===== config.mk =====
export PLATFORM = sky130hd
export DESIGN_NAME = chip_prog_receiver_flat
export DESIGN_NICKNAME = d
export VERILOG_FILES = /design/src/rtl/chip_prog_receiver_if.sv /design/src/rtl/chip_prog_receiver.sv /design/src/flat_wrapper.sv
export SDC_FILE = /design/constraint.sdc
export NUM_CORES = 1
export LEC_CHECK = 0
export BUFFER_PORTS_ARGS = -buffer_cell sky130_fd_sc_hd__buf_4
export CAP_MARGIN = 20
export CORE_MARGIN = 2
export CORE_UTILIZATION = 60
export DETAILED_ROUTE_END_ITERATION = 8
export PLACE_DENSITY = 0.9
export REMOVE_ABC_BUFFERS = 1
export SYNTH_ARGS = -nofsm -noshare
export SYNTH_HDL_FRONTEND = slang
export SYNTH_SLANG_ARGS = --single-unit

===== constraint.sdc =====
create_clock -name i_mainclk -period 3.2 [get_ports i_mainclk]
set_input_delay 0.48 -clock i_mainclk [delete_from_list [all_inputs] [get_ports i_mainclk]]
set_output_delay 0.48 -clock i_mainclk [all_outputs]
set_load 0.05 [all_outputs]

===== src/rtl/chip_prog_receiver_if.sv =====
// Serial programming link between the FPGA (master) and the chip-side receiver (slave).
// Carries the raw sclk/sdin pair and the receiver's status and gain outputs.
interface chip_prog_receiver_if;
   logic       i_sclk;
   logic       i_sdin;
   logic [2:0] o_gainA1;
   logic [1:0] o_gainA2;
   logic       o_ready;
   logic       o_busy;
   logic       o_frame_err;

   modport master (
      output i_sclk, i_sdin,
      input  o_gainA1, o_gainA2, o_ready, o_busy, o_frame_err
   );

   modport slave (
      input  i_sclk, i_sdin,
      output o_gainA1, o_gainA2, o_ready, o_busy, o_frame_err
   );
endinterface


===== src/rtl/chip_prog_receiver.sv =====
// Chip-side programming receiver: oversamples sclk/sdin, shifts in a 5-bit MSB-first
// frame, latches the A1/A2 gain codes once and aborts stalled frames on timeout.
module chip_prog_receiver #(
   parameter int NBITS      = 5,
   parameter int TIMEOUT    = 64,
   parameter int SYNC_DEPTH = 2   // must be >= 2
) (
   input  logic                 i_mainclk,
   input  logic                 i_reset,
   chip_prog_receiver_if.slave  prog
);

   localparam int            TO_W     = $clog2(TIMEOUT) + 1;
   localparam logic [2:0]    LAST_BIT = 3'(NBITS - 1);
   localparam logic [TO_W-1:0] TO_LAST = TO_W'(TIMEOUT - 1);
   localparam logic [TO_W-1:0] TO_MAX  = {TO_W{1'b1}};

   typedef enum logic [1:0] {IDLE, SHIFT, LATCH, DONE} state_t;

   state_t                state_q, state_d;
   logic [SYNC_DEPTH-1:0] sclk_sync, sdin_sync;
   logic                  d_sclk;
   logic                  s_sclk, s_sdin, rise, fall;
   logic                  shift_en, abort;
   logic [NBITS-1:0]      shift_q;
   logic [2:0]            bit_cnt_q;
   logic [TO_W-1:0]       to_cnt_q;
   logic [2:0]            gain_a1_q;
   logic [1:0]            gain_a2_q;
   logic                  ready_q, busy_q, frame_err_q;

   // NOTE: synchronizers and the edge history reset to the sclk idle level (1) so that
   // leaving reset never manufactures a fall edge; plain state registers reset to 0.
   always_ff @(posedge i_mainclk) begin
      if (i_reset) begin
         sclk_sync <= '1;
         sdin_sync <= '1;
         d_sclk    <= 1'b1;
      end else begin
         sclk_sync <= {sclk_sync[SYNC_DEPTH-2:0], prog.i_sclk};
         sdin_sync <= {sdin_sync[SYNC_DEPTH-2:0], prog.i_sdin};
         d_sclk    <= s_sclk;
      end
   end

   assign s_sclk = sclk_sync[SYNC_DEPTH-1];
   assign s_sdin = sdin_sync[SYNC_DEPTH-1];
   assign rise   = s_sclk & ~d_sclk;
   assign fall   = ~s_sclk & d_sclk;

   // NOTE: every signal driven here gets a default first, so no path can infer a latch.
   always_comb begin
      state_d  = state_q;
      shift_en = 1'b0;
      abort    = 1'b0;
      case (state_q)
         IDLE:  if (fall) state_d = SHIFT;
         SHIFT: begin
            // An edge in the terminal-count cycle wins over the abort.
            if (rise) begin
               shift_en = 1'b1;
               if (bit_cnt_q == LAST_BIT) state_d = LATCH;
            end else if (!fall && to_cnt_q == TO_LAST) begin
               abort   = 1'b1;
               state_d = IDLE;
            end
         end
         LATCH:   state_d = DONE;
         DONE:    state_d = DONE;
         default: state_d = IDLE;
      endcase
   end

   // NOTE: sequential state uses non-blocking assignments so all flops see pre-edge values.
   always_ff @(posedge i_mainclk) begin
      if (i_reset) begin
         state_q     <= IDLE;
         shift_q     <= '0;
         bit_cnt_q   <= '0;
         to_cnt_q    <= '0;
         gain_a1_q   <= '0;
         gain_a2_q   <= '0;
         ready_q     <= 1'b0;
         busy_q      <= 1'b0;
         frame_err_q <= 1'b0;
      end else begin
         state_q     <= state_d;
         busy_q      <= (state_d == SHIFT);
         frame_err_q <= abort;

         if (state_q == IDLE && fall) begin
            bit_cnt_q <= '0;
            to_cnt_q  <= '0;
         end

         if (state_q == SHIFT) begin
            if (rise || fall)        to_cnt_q <= '0;
            else if (to_cnt_q != TO_MAX) to_cnt_q <= to_cnt_q + 1'b1;

            if (shift_en) begin
               shift_q   <= {shift_q[NBITS-2:0], s_sdin};
               bit_cnt_q <= bit_cnt_q + 3'd1;
            end
            if (abort) bit_cnt_q <= '0;
         end

         if (state_q == LATCH) begin
            gain_a1_q <= shift_q[4:2];
            gain_a2_q <= shift_q[1:0];
            ready_q   <= 1'b1;
         end
      end
   end

   assign prog.o_gainA1    = gain_a1_q;
   assign prog.o_gainA2    = gain_a2_q;
   assign prog.o_ready     = ready_q;
   assign prog.o_busy      = busy_q;
   assign prog.o_frame_err = frame_err_q;

endmodule


===== src/flat_wrapper.sv =====
// flat-port wrapper written by rule: the top's interface ports become plain ports
module chip_prog_receiver_flat 
#(
   parameter int NBITS      = 5,
   parameter int TIMEOUT    = 64,
   parameter int SYNC_DEPTH = 2                  
)
  (i_mainclk, i_reset, prog_i_sclk, prog_i_sdin, prog_o_gainA1, prog_o_gainA2, prog_o_ready, prog_o_busy, prog_o_frame_err);
  chip_prog_receiver_if prog_i ();
  input  logic i_mainclk;
  input  logic i_reset;
  input wire logic [$bits(prog_i.i_sclk)-1:0] prog_i_sclk;
  input wire logic [$bits(prog_i.i_sdin)-1:0] prog_i_sdin;
  output wire logic [$bits(prog_i.o_gainA1)-1:0] prog_o_gainA1;
  output wire logic [$bits(prog_i.o_gainA2)-1:0] prog_o_gainA2;
  output wire logic [$bits(prog_i.o_ready)-1:0] prog_o_ready;
  output wire logic [$bits(prog_i.o_busy)-1:0] prog_o_busy;
  output wire logic [$bits(prog_i.o_frame_err)-1:0] prog_o_frame_err;
  assign prog_i.i_sclk = prog_i_sclk;
  assign prog_i.i_sdin = prog_i_sdin;
  assign prog_o_gainA1 = prog_i.o_gainA1;
  assign prog_o_gainA2 = prog_i.o_gainA2;
  assign prog_o_ready = prog_i.o_ready;
  assign prog_o_busy = prog_i.o_busy;
  assign prog_o_frame_err = prog_i.o_frame_err;
  chip_prog_receiver #(.NBITS(NBITS), .TIMEOUT(TIMEOUT), .SYNC_DEPTH(SYNC_DEPTH)) u_core (.i_mainclk(i_mainclk), .i_reset(i_reset), .prog(prog_i));
endmodule

==> results by group <==
Clocking
  • Post-CTS Setup Bufs: 0
  • Hold-fix buffers at CTS: 0
  • CTS tree: done
  • Root buffer cell: clkbuf_4
  • Clk sinks: 30
  • Num CTS Buffers: 5
  • Reg clk slew, reported paths: 90 ps
  • Number of H-tree levels: 2
  • Worst-Skew Late Latency: 340 ps
  • Number of gates resized after CTS: 0
  • CTS max path bufs: 2

STA
  • Slew @ Worst Pin: roughly 630 ps
  • Max Clock Freq: around 0.57 GHz
  • Final min period: 1756 ps
  • Setup-failing EPs final: 0
  • Fin worst setup slack: 1444 ps
  • RSZ-0062 raised after global routing: false
  • Clock Skews: 10.17 ps
  • Worst slew margin: 0.5769
  • Fin crit share: 0.5488
  • Final hold viol count: 0
  • Post-route setup TNS: 0 ps
  • Pins Over Slew Limit: 0

Synthesis
  • Synth Register Bits: 30
  • Ys flop type: dfxtp_1
  • List of most frequent post-synthesis cells: dfxtp_1 (30), a21oi_1 (14), nand2_1 (9), nand3_1 (9), buf_2 (8)
  • Ys async rst share: 0
  • Dominant cell type by area after synthesis: dfxtp_1
  • Post-synthesis cell area: between 1000 and 1500 um2
  • Sequential share of the synthesized area: 0.4274
  • Yosys top cell area share: 0.4274
  • Adder-cell area share of the yosys netlist: 0.04452
  • Warnings, synthesis: 0
  • Compound-Gate Fraction of Synth Area: 0.1585
  • Post-synthesis cell count: about 150
  • Post-synth EDFFs: 0
  • Most frequent cell after synthesis: dfxtp_1
  • Post-Synth Simple-Gate Area: 0.2449
  • Synth Area in XOR/XNOR: 0.006233
  • Mux cell area share after synthesis: 0.04987
  • Synth unique cells: 41
  • Area contributors post-synth: dfxtp_1 (43%), a21oi_1 (5.0%), mux2i_1 (5.0%)
  • Largest family of logic cells by synthesized area: simple AND/OR/NAND/NOR gates
  • Mapped Avg Cell Area: between 9 and 10 um2

Critical path
  • Worst Path Required: 3420 ps
  • CP Data Arrival Time: slightly below 2000 ps
  • Crit Path Max Fanout: 17
  • Startpoint Class: register
  • Critical Path End Type: register
  • CP Class: reg -> reg

Global routing
  • Number of antenna violations at the first check in global routing: 0
  • First-pass GRT wire length: approximately 4600 um
  • Vias in the first global route: around 1000
  • Pin count of the biggest net entering global routing: 29
  • GRT overflow: 0
  • Total GRT Usage: 0.2298

Power
  • Tot Pwr: between 0.8 and 0.9 mW
  • Worst IR Drop VDD: 0.5258 mV
  • Flop pwr share: 0.469
  • Clock share of power: 0.487
  • Sw Pwr: 0.1603 mW
  • LEAKAGE: 0.6202 nW
  • Int Pwr: between 0.6 and 0.7 mW
  • PD cells: between 500 and 600 nW/um2
  • Net Sw Frac: 0.1961
  • Gate power share: 0.044

Floorplan
  • DIE AREA: roughly 2700 um2
  • CORE AREA: 2212 um2
  • I/O Pins: 12
  • Die width: ~52 um
  • Die height: between 50 and 60 um
  • Initial cell density of the core: 0.6352
  • Row count: 17

Final layout
  • Fraction of layout cells with a size suffix above 1: 0.1625
  • Fill count: between 150 and 200
  • Area Overhead vs Synth: 11.04%
  • Final #Nets: 168
  • Design Area, Final: 1560 um2
  • Ant diodes: 0
  • Multi-input gate area: slightly above 700 um2
  • FF+latch area: around 600 um2

Detailed routing
  • Wire per inst: 14.99 um
  • Routed met3 length: ~120 um
  • Vias per Instance: approximately 6.1
  • DRT iter0 DRCs: 40
  • Wl on met1: around 1300 um
  • DR top layer: met4
  • DRC: 0
  • Met2 WL post-DR: between 1000 and 1500 um
  • Drt total wl: approximately 2800 um
  • Detail Route Antenna Nets: 0
  • First drt pass iteration count: 4
  • Vias: approximately 1100

Place
  • GP Congestion: 0.8738
  • Dpl ws: 1473 ps
  • Hpwl dp: approximately 1900 um
  • Placed Area: approximately 1400 um2
  • I/O Buffers: 11

Flow run
  • Max-Cap Viols: 0

Run status
  • Status: finished clean

Hold path
  • Hold crit path type: in -> reg
## final timing paths
kind | from | slack, ps | endpoint | depth (start not counted)
min | prog_i_sdin | 330 | u_core.sdin_sync[0] | 2
max | u_core.d_sclk | 1440 | u_core.prog.o_busy | 5
min reg2reg | u_core.sclk_sync[0] | 430 | u_core.sclk_sync[1] | 1
max reg2reg | u_core.d_sclk | 1440 | u_core.prog.o_busy | 5
## cell usage in the layout (no fill, tap or decap), types with 3 or more instances in the layout
master / synthesis / layout
a21oi_1: 14 / 14
buf_4: 0 / 11
clkbuf_4: 0 / 5
dfxtp_1: 30 / 30
ha_1: 5 / 5
inv_1: 6 / 6
mux2i_1: 7 / 7
nand2_1: 9 / 9
nand2b_1: 3 / 3
nand3_1: 9 / 9
nand4b_1: 4 / 4
nor2_1: 7 / 7
nor2b_1: 5 / 5
o21ai_0: 5 / 5
or2_2: 5 / 5
or3b_1: 3 / 3
## worst max-delay path, cell delays in order (launching register included)
cell	delay, ps
dfxtp_1	340
inv_1	50
ha_1	380
or4b_4	610
o211ai_1	180
a21oi_1	80
## area by class of cell
cell class	count	area share
clock buffers	6	0.03288
inverters	6	0.01443
clock inverters	2	0.03849
flip-flops and latches	30	0.3849
multi-input cells	105	0.4539
repair buffers	11	0.05293
well taps	28	0.02245
## metal layers
metal  global-route usage  vias to the layer above
li1                     -                      561
met1               0.2770                      544
met2               0.3563                       32
met3              0.06857                       10
met4               0.1410                        0
met5                    0                        -
## kinds of logic after synthesis
kind of cell	count (synthesis)
buffers and inverters	19
AND/OR/NAND/NOR	57
adder cells (fa/ha/maj)	5
multiplexers	7
AO/OA/AOI/OAI	35
XOR/XNOR	1
flip-flops	30
## power groups by stage
| stage | Sequential (mW) | Clock, mW | Combinational [mW] |
|---|---|---|---|
| after global routing | 0.384 | 0.418 | 0.0391 |
| after CTS | 0.383 | 0.403 | 0.0354 |
| after floorplan | 0.393 | 0 | 0.0201 |
| final | 0.384 | 0.398 | 0.0360 |
| after global placement | 0.392 | 0 | 0.0338 |
| after detailed placement | 0.392 | 0 | 0.0352 |
## state kept, by name, summed over array words and instances (netlist names)
register and count:
u_core.sdin_sync 2, u_core.prog.o_gainA1 3, u_core.to_cnt_q 7, u_core.state_q 2, u_core.d_sclk 1, u_core.prog.o_busy 1
u_core.shift_q 5, u_core.prog.o_ready 1, u_core.prog.o_gainA2 2, u_core.bit_cnt_q 3, u_core.sclk_sync 2, u_core.prog.o_frame_err 1
## per-stage QoR
stage	hold WS, ps	util	cells
3_3_place_gp	392.4	0.6550	180
2_1_floorplan	389.5	-	141
5_1_grt	326.3	0.7053	188
6_report	326.9	0.7053	188
3_5_place_dp	409.7	0.6550	180
4_1_cts	313.0	0.7053	188
No activity file was read; power rests on OpenSTA's default activity.
